--- src/rtl/wram_pkg.sv ---
// rtl/wram_pkg.sv - shared types and constants for the work-RAM arbiter
package wram_pkg;

    localparam int ADDR_W = 13;
    localparam int DATA_W = 8;

    localparam logic [DATA_W-1:0] IDLE_BUS = 8'hFF;

    typedef enum logic {
        OWN_CPU = 1'b0,
        OWN_DMA = 1'b1
    } owner_e;

endpackage

--- src/rtl/wram_prio_sel.sv ---
// rtl/wram_prio_sel.sv - combinational CPU/DMA priority select with starvation override
module wram_prio_sel #(
    parameter int STARVE_MAX = 4
) (
    input  logic       enable,
    input  logic       cpu_req,
    input  logic       dma_req,
    input  logic [3:0] starve_cnt,
    output logic       cpu_gnt,
    output logic       dma_gnt
);

    localparam logic [3:0] STARVE_LIM = 4'(STARVE_MAX);

    logic cpu_force;

    // DMA normally wins; a CPU that has waited STARVE_MAX cycles takes this one.
    assign cpu_force = cpu_req && (starve_cnt == STARVE_LIM);
    assign dma_gnt   = enable && dma_req && !cpu_force;
    assign cpu_gnt   = enable && cpu_req && !(dma_req && !cpu_force);

endmodule

--- src/rtl/wram_arbiter.sv ---
// rtl/wram_arbiter.sv - two-port (CPU, DMA) arbiter onto one synchronous work RAM
module wram_arbiter
    import wram_pkg::*;
#(
    parameter int STARVE_MAX = 4
) (
    input  logic              clk,
    input  logic              rst,

    input  logic              cpu_req,
    input  logic              cpu_we,
    input  logic [ADDR_W-1:0] cpu_addr,
    input  logic [DATA_W-1:0] cpu_wdata,
    output logic              cpu_gnt,
    output logic              cpu_rvalid,
    output logic [DATA_W-1:0] cpu_rdata,

    input  logic              dma_req,
    input  logic              dma_we,
    input  logic [ADDR_W-1:0] dma_addr,
    input  logic [DATA_W-1:0] dma_wdata,
    output logic              dma_gnt,
    output logic              dma_rvalid,
    output logic [DATA_W-1:0] dma_rdata,

    output logic [ADDR_W-1:0] sram_a,
    output logic [DATA_W-1:0] sram_din,
    output logic              sram_ce1,
    output logic              sram_ce2,
    output logic              sram_oe,
    input  logic [DATA_W-1:0] sram_dout
);

    localparam logic [3:0] STARVE_LIM = 4'(STARVE_MAX);

    logic [3:0] starve_cnt;
    logic       tag_valid;
    owner_e     tag_owner;
    logic       rd_grant;
    owner_e     rd_owner;
    logic       tag_live;

    wram_prio_sel #(.STARVE_MAX(STARVE_MAX)) u_prio_sel (
        .enable     (!rst),
        .cpu_req    (cpu_req),
        .dma_req    (dma_req),
        .starve_cnt (starve_cnt),
        .cpu_gnt    (cpu_gnt),
        .dma_gnt    (dma_gnt)
    );

    always_comb begin
        sram_a   = '0;
        sram_din = '0;
        sram_ce1 = 1'b0;
        sram_ce2 = 1'b0;
        rd_grant = 1'b0;
        rd_owner = OWN_CPU;
        if (cpu_gnt) begin
            sram_a = cpu_addr;
            if (cpu_we) begin
                sram_din = cpu_wdata;
                sram_ce1 = 1'b1;
                sram_ce2 = 1'b1;
            end else begin
                rd_grant = 1'b1;
                rd_owner = OWN_CPU;
            end
        end else if (dma_gnt) begin
            sram_a = dma_addr;
            if (dma_we) begin
                sram_din = dma_wdata;
                sram_ce1 = 1'b1;
                sram_ce2 = 1'b1;
            end else begin
                rd_grant = 1'b1;
                rd_owner = OWN_DMA;
            end
        end
    end

    always_ff @(posedge clk) begin
        if (rst) begin
            starve_cnt <= '0;
        end else if (cpu_req && !cpu_gnt) begin
            if (starve_cnt != STARVE_LIM) begin
                starve_cnt <= starve_cnt + 4'd1;
            end
        end else begin
            starve_cnt <= '0;
        end
    end

    // The tag is rewritten every cycle, so a read can follow a read with no bubble.
    always_ff @(posedge clk) begin
        if (rst) begin
            tag_valid <= 1'b0;
            tag_owner <= OWN_CPU;
        end else begin
            tag_valid <= rd_grant;
            tag_owner <= rd_owner;
        end
    end

    // Masking with rst drops a read whose data would land in a reset cycle.
    assign tag_live   = tag_valid && !rst;
    assign sram_oe    = tag_live;
    assign cpu_rvalid = tag_live && (tag_owner == OWN_CPU);
    assign dma_rvalid = tag_live && (tag_owner == OWN_DMA);
    assign cpu_rdata  = cpu_rvalid ? sram_dout : IDLE_BUS;
    assign dma_rdata  = dma_rvalid ? sram_dout : IDLE_BUS;

endmodule

--- config.mk ---
export PLATFORM = sky130hd
export DESIGN_NAME = wram_arbiter
export DESIGN_NICKNAME = d
export VERILOG_FILES = /design/src/rtl/wram_pkg.sv /design/src/rtl/wram_prio_sel.sv /design/src/rtl/wram_arbiter.sv
export SDC_FILE = /design/constraint.sdc
export NUM_CORES = 1
export LEC_CHECK = 0
export CAP_MARGIN = 15
export CORE_UTILIZATION = 50
export DETAILED_ROUTE_END_ITERATION = 8
export DONT_BUFFER_PORTS = 1
export PLACE_DENSITY = 0.77
export SLEW_MARGIN = 20
export SYNTH_ARGS = -nofsm -noshare
export SYNTH_HDL_FRONTEND = slang
export SYNTH_SLANG_ARGS = --single-unit
--- constraint.sdc ---
create_clock -name clk -period 4.7 [get_ports clk]
set_input_delay 0.94 -clock clk [delete_from_list [all_inputs] [get_ports clk]]
set_output_delay 0.94 -clock clk [all_outputs]
set_load 0.01 [all_outputs]
# Yosys cells after proc, flatten, opt, wreduce, memory -nomap -nowiden
# Index checks and enable logic that the tools add are counted.
# W data, S select, Z words.
[op_classes] bitwise=2 add_sub_neg=1 eq_ne=2 n_reduce_logical=16 muxes=16
[ops] operator="$mux W8" count=6
[ops] operator="$mux W13" count=2
[ops] operator="$logic_and A1 B1 Y1" count=10
[ops] operator="$mux W1" count=8
[ops] operator="$add A4 B1 Y4 const B" count=1
[ops] operator="$eq A4 B3 Y1 const B" count=1
[ops] operator="$logic_not A1 Y1" count=4
[ops] operator="$ne A4 B3 Y1 const B" count=1
[ops] operator="$reduce_or A2 Y1" count=2
[ops] operator="$not A1 Y1" count=2
[totals] in_bits=56 output_inout_bits=44 ff_bits=6

# Depth between registers and ports, before layout
[depth] depth_word=10 ltp_mapped=7 mapped_depth_nobuf=5

# Cells and area by module
# From an unflattened synthesis, not the netlist that was laid out.
[unflattened] hier_cells=89 hier_area_um2=709.4
[by_module_without_submodules] module="wram_arbiter" n_inst=1 area_per_inst_um2=663.1 cells_per_inst=84 seq_area_each_um2=120.1
[by_module_without_submodules] module="wram_prio_sel" n_inst=1 area_per_inst_um2=46.3 cells_per_inst=5 seq_area_each_um2=0.0

# Worst setup path after synthesis
# Ideal clock, no wire load.
[synth_timing] path_type="input -> output" start="input port rst" end="output port cpu_rdata[1]" cell_stages=4 arrival_ns=1.914 slack_ns=1.846 t_required_ns=3.760 cell_sequence="nor2b_1 nor2b_1 clkbuf_1 or2b_1"
[synth_via] elab_chain_len=4
[synth_lines] element="start: declaration" line_no="wram_arbiter.sv:8" source="input logic rst,"
[synth_lines] element="$logic_not A1 Y1" line_no="wram_arbiter.sv:106" source="assign tag_live = tag_valid && !rst;"
[synth_lines] element="$logic_and A1 B1 Y1" line_no="wram_arbiter.sv:106"
[synth_lines] element="$logic_and A1 B1 Y1" line_no="wram_arbiter.sv:108" source="assign cpu_rvalid = tag_live && (tag_owner == OWN_CPU);"
[synth_lines] element="via cpu_rvalid" line_no="wram_arbiter.sv:15" source="output logic cpu_rvalid,"
[synth_lines] element="$mux W8" line_no="wram_arbiter.sv:110" source="assign cpu_rdata = cpu_rvalid ? sram_dout : IDLE_BUS;"
[synth_lines] element="end: declaration" line_no="wram_arbiter.sv:16" source="output logic [DATA_W-1:0] cpu_rdata,"
# The timed path passes the listed nets, and every way through them passes these cells.

# Worst setup path in the final report
# Ends and elaborated chain as after synthesis.

==> impl_metrics.tcl <==
set metrics [dict create \
    drive_gt1_share_pct 19.7 \
    worstMarginPinSlew_ns 0.674 \
    grt_pass1_vias 459 \
    synth.area.top_cells "a22o_1 (18%), dfxtp_1 (18%), a32o_1 (12%)" \
    first_pass_iters 4 \
    fin_crit_sh_pct 64.0 \
    die_w_um 38.7 \
    power_frac_seq_pct 40.3 \
    arrival_ns 2.07 \
    netSwitchingPower_uw 37.9 \
    relSlewSlack_pct 55.1 \
    rr_worst_depth 5 \
    antenna_cells 0 \
    hold_path.class "reg2reg" \
    syn-num-nets 137 \
    ant_nets 0 \
    rows 12 \
    layout_commonest_cell "a22o_1" \
    cp_data_required_time_ns 3.76 \
    post-route-cell-area_um2 673 \
    start_util_pct 57.4 \
    rsz0062_at_grt "false" \
    worst_r2r_endpoint "tag_valid" \
    synth_largest_area_cell "a22o_1" \
    synth_top_area_share_pct 18.2 \
    grtUsageTotal_pct 19.6 \
    hold_violations 0 \
    numCtsBuffers 3 \
    overflow 0 \
    setup_viol 0 \
    h-tree-depth 1 \
    r2r_slack_ns 3.12 \
    wl_per_cell_um 17.5 \
    netlist_area_um2 672 \
    grt_pass1_wl_um 1930 \
    synthCells 79 \
    worst_slack_ns 1.69 \
    drt-initial-drc-count 12 \
    die_h_um 38.7 \
    cts_tree "done" \
    synth.distinct_cells 26 \
    gp_congestion 0.682 \
    cts_hold_buf 0 \
    min_period_ns 3.01 \
    holdPathEnd "starve_cnt[0]" \
    powerDensity_nw_per_um2 196 \
    cp_max_fo 9 \
    fmax_mhz 332 \
    register_area_um2 120 \
    cp-start-kind "input pin" \
    area_growth_pct 0.186 \
    critPathCaptureType "primary output" \
    num_vias 602 \
    p_clk_share_pct 34.5 \
    finalMaxSlewViolations 0 \
    cts_buffer_depth 2 \
    cellLeakagePower_uw 0.000259 \
    cts.sinks 6 \
    layout.filler_cells 111 \
    port_buffers 0 \
    dp_slack_ns 1.69 \
    power_uw 132 \
    finClkSkew_ns 0.00452 \
    p_comb_share_pct 25.3 \
    dieArea_um2 1490 \
    vias_per_cell 6.69 \
    path_clk_slew_ns 0.04 \
    io-pin-count 100 \
    cts-root-buf "clkbuf_4" \
    drv_cap 0 \
    clk_latency_ns 0.24 \
    peakVddDrop_mv 0.0970 \
    fin_setup_tns_ns 0 \
    final_nets 136 \
    hold_depth 1 \
    multi_input_area_um2 487 \
    syn_area_per_cell_um2 8.50 \
    r2r-start "starve_cnt[0]" \
    placed_area_um2 651 \
    hp-start "starve_cnt[0]" \
    crit_type "in2out" \
    swShare_pct 28.7 \
    ys_seq_area_share_pct 17.9 \
    yosysWarnings 0 \
    ctsResizeCount 0 \
    ys_ff_latch 6 \
    outcome "completed" \
    drc 0 \
    fp.coreArea_um2 1170 \
    post-cts-setup-buffer-count 0 \
    final_cell_mix "a22o_1 (14), a32o_1 (8), or2_2 (8)" \
    grt_antenna_before_repair 0 \
    wirelength_um 1580 \
    place_hpwl_um 1330 \
    grt_max_degree 26 \
    power.internal_uw 94.0 \
]
[area by class of cell]
| cell class | instances | area share (%) |
|---|---|---|
| clock buffer | 3 | 3.35 |
| inverter | 7 | 3.90 |
| multi-input combinational | 60 | 72.3 |
| sequential | 6 | 17.8 |
| tap | 14 | 2.60 |
[critical path: stages]
cell     delay (ns)
nor2b_1        0.25
nor2b_1        0.55
or2b_1         0.33
[per-stage QoR]
| step | hold slack [ns] | instances | util, % |
|---|---|---|---|
| after detailed placement | 0.460 | 87 | 55.6 |
| after global routing | 0.490 | 90 | 57.5 |
| after global placement | 0.441 | 87 | 55.6 |
| after floorplan | 0.430 | 79 | - |
| after CTS | 0.471 | 90 | 57.5 |
| final | 0.463 | 90 | 57.5 |
[registers in the layout, summed over array words and instances, names as in the netlist]
signal and cells:
starve_cnt 4, tag_owner 1, tag_valid 1
[layer usage]
layer	track usage, %	wire length, um
met1	20.9	590
met2	32.5	839
met3	4.62	129
met4	15.5	19
met5	0	0
[Yosys cell counts (all sizes together)]
master	count
nand3	2
nor2b	2
a21o	1
and2b	1
ha	2
buf	5
or2b	3
a22o	14
nand3b	1
mux2i	1
a32o	8
clkbuf	1
nor2	5
nand2b	6
or2	8
a211oi	1
dfxtp	6
inv	7
nand2	1
and2	1
o21a	1
xnor2	1
a21oi	1
[kinds of logic after synthesis]
family	share of synthesized area, %
AOI/OAI and AO/OA	37.8
xor gates and xnor gates	1.30
adders and majority gates	3.72
buffers and inverters	9.68
DFF	17.9
muxes	1.49
and+or+nand+nor	28.1
[worst max path at each step]
| stage | slack, ns | to | cells past startpoint | start |
|---|---|---|---|---|
| after floorplan | 1.85 | cpu_rdata[1] | 4 | rst |
| after global placement | 1.72 | cpu_rdata[1] | 3 | rst |
| after detailed placement | 1.69 | cpu_rdata[1] | 3 | rst |
| after CTS | 1.69 | cpu_rdata[1] | 3 | rst |
| after global routing | 1.57 | cpu_rdata[5] | 3 | rst |
| final | 1.69 | cpu_rdata[1] | 3 | rst |
[power groups by stage]
stage	sequential (uW)	combinational (uW)	clock, uW
after global routing	53.1	36.1	51.7
after floorplan	53.8	33.7	0
after CTS	53.1	33.6	48.5
after global placement	54.0	33.0	0
after detailed placement	54.0	33.6	0
final	53.1	33.3	45.5
(Power assumes the default switching activity.)
==> RTL edit, RTL diff (config.mk and constraints unchanged) <==
The package constant `DATA_W` goes from 8 to 9.
--- a/src/rtl/wram_pkg.sv
+++ b/src/rtl/wram_pkg.sv
@@ -3,5 +3,5 @@
 
     localparam int ADDR_W = 13;
-    localparam int DATA_W = 8;
+    localparam int DATA_W = 9;
 
     localparam logic [DATA_W-1:0] IDLE_BUS = 8'hFF;
Interface: changed (6 resized); port bits go from 100 to 106. No check against the original RTL was run, so the function may have changed too.
==> RTL edit against the original RTL <==
  * Sequential power barely moved
  * Fmax fell by 2.7%
  * Routed wire length fell by 2.5%
  * Sequential share of layout area fell by 0.88 points
  * Worst setup slack got worse by 0.084 ns
  * Area after synthesis rose by 4.5%
  * Combinational power rose by 3%
  * Sequential cell count did not move
  * Final area rose by 5.2%
  * Power rose by 0.61%
  * Die area rose by 4.2%
  * Worst hold slack improved by 0.0028 ns
  * Largest cell class unchanged
==> RTL edit: results (changes against the original RTL) <==
- TNS Setup: 0 ns (unchanged)
- Wire per inst: 16.03 um (-8.6%)
- Compound-cell area share of the yosys netlist: 36.72% (-1.1 points)
- Clock transition at path regs: 0.04 ns (about the same)
- Detailed Route Iter0 Violations: 10 (-2)
- Area contributors post-synth: a22o_1, dfxtp_1, nand2b_1
- R2R Setup Slk: 3.09 ns (-0.03 ns)
- Largest net degree at the start of global routing: 17 (-35%)
- Via count: 630 (+4.7%)
- GRT Overall Usage: 17.31% (-2.3 points)
- Post-synth top cells: a22o_1, nand2b_1, or2_2
- Skew final: 0.001298 ns (-0.003222 ns)
- Vias per cell: 6.563 (-1.9%)
- Slew headroom: 52.52% (-2.5 points)
- Detailed Place HPWL: 1.283 mm (-3.3%)
- Post-synthesis sequential area ratio: 17.11% (-0.76 points)
- Filler cells: 125 (+13%)
- Lkg Pwr: 0.2840 nW (+9.7%)
- Cells after Synth: 82 (+3.8%)
- Adder-cell area share of the yosys netlist: 3.565% (-0.16 points)
- Mux contribution to synthesized area: 1.426% (-0.064 points)
- Crit path max fanout: 10 (+1)
- Share of layout cells above drive strength 1: 20.99% (+1.3 points)
- Area after DPL: 685.7 um^2 (+5.4%)
- Vias in the first global route: 455 (-0.87%)
- Post-synthesis xor/xnor area fraction: 1.248% (-0.056 points)
- Syn nets: 143 (+4.4%)
- Placed Cells: 93 (+6.9%)
- Maximum vdd drop: 99.86 uV (+2.9%)
- Gpl congestion: 0.6670 (-2.2%)
- Starting Density: 53.94% (-3.4 points)
- Worst Hold Path EP: starve_cnt[0]
- Global-route wire length before repair: 1.738 mm (-9.7%)
- Run status: finished clean
- Worst EP arrival: 2.15 ns (+0.08 ns)
RTL edit: changes by cell type in the layout (fill, tap and decap cells not counted), moves of 2 or more:
cell,before,now
nand2b_1,6,8
a32o_1,8,0
or2b_1,3,0
a22o_1,14,23
RTL edit: area by class of cell:
cell class	instances	area (um^2)	area share, %
sequential	6	120.1	16.96
clock buffer	3	22.52	3.180
inverter	6	22.52	3.180
multi-input combinational	66	524.3	74.03
tap	15	18.77	2.650
RTL edit: worst max-delay path: stages:
cell and delay (ns):
nor2b_1 0.30, nor2b_1 0.64, and2_1 0.28
RTL edit: power breakdown:
part | internal [mW] | switching, mW
clock | 0.0287 | 0.0165
sequential | 0.0524 | 0.000691
combinational | 0.0136 | 0.0208
RTL edit: worst max path at each step:
| stage | to | depth (start not counted) |
|---|---|---|
| 2_1_floorplan | sram_ce2 | 4 |
| 3_3_place_gp | cpu_rdata[8] | 3 |
| 3_5_place_dp | cpu_rdata[8] | 3 |
| 4_1_cts | cpu_rdata[8] | 3 |
| 5_1_grt | cpu_rdata[8] | 3 |
| 6_report | cpu_rdata[8] | 3 |
RTL edit: metal layers:
metal	track usage (%)	part of all wire (%)	vias to the layer above
met1	19.11	40	284
li1	-	-	293
met3	3.409	10	2
met2	27.46	49	51
met4	15.52	1.1	0
met5	0	0	-
RTL edit: stage by stage:
step           hold WS [ns]  setup slack [ns]  power, mW
2_1_floorplan        0.4297             1.925    0.08777
3_3_place_gp         0.4444             1.643    0.08810
3_5_place_dp         0.4605             1.596    0.08861
4_1_cts              0.4710             1.597     0.1365
5_1_grt              0.5022             1.475     0.1435
6_report             0.4660             1.606     0.1328
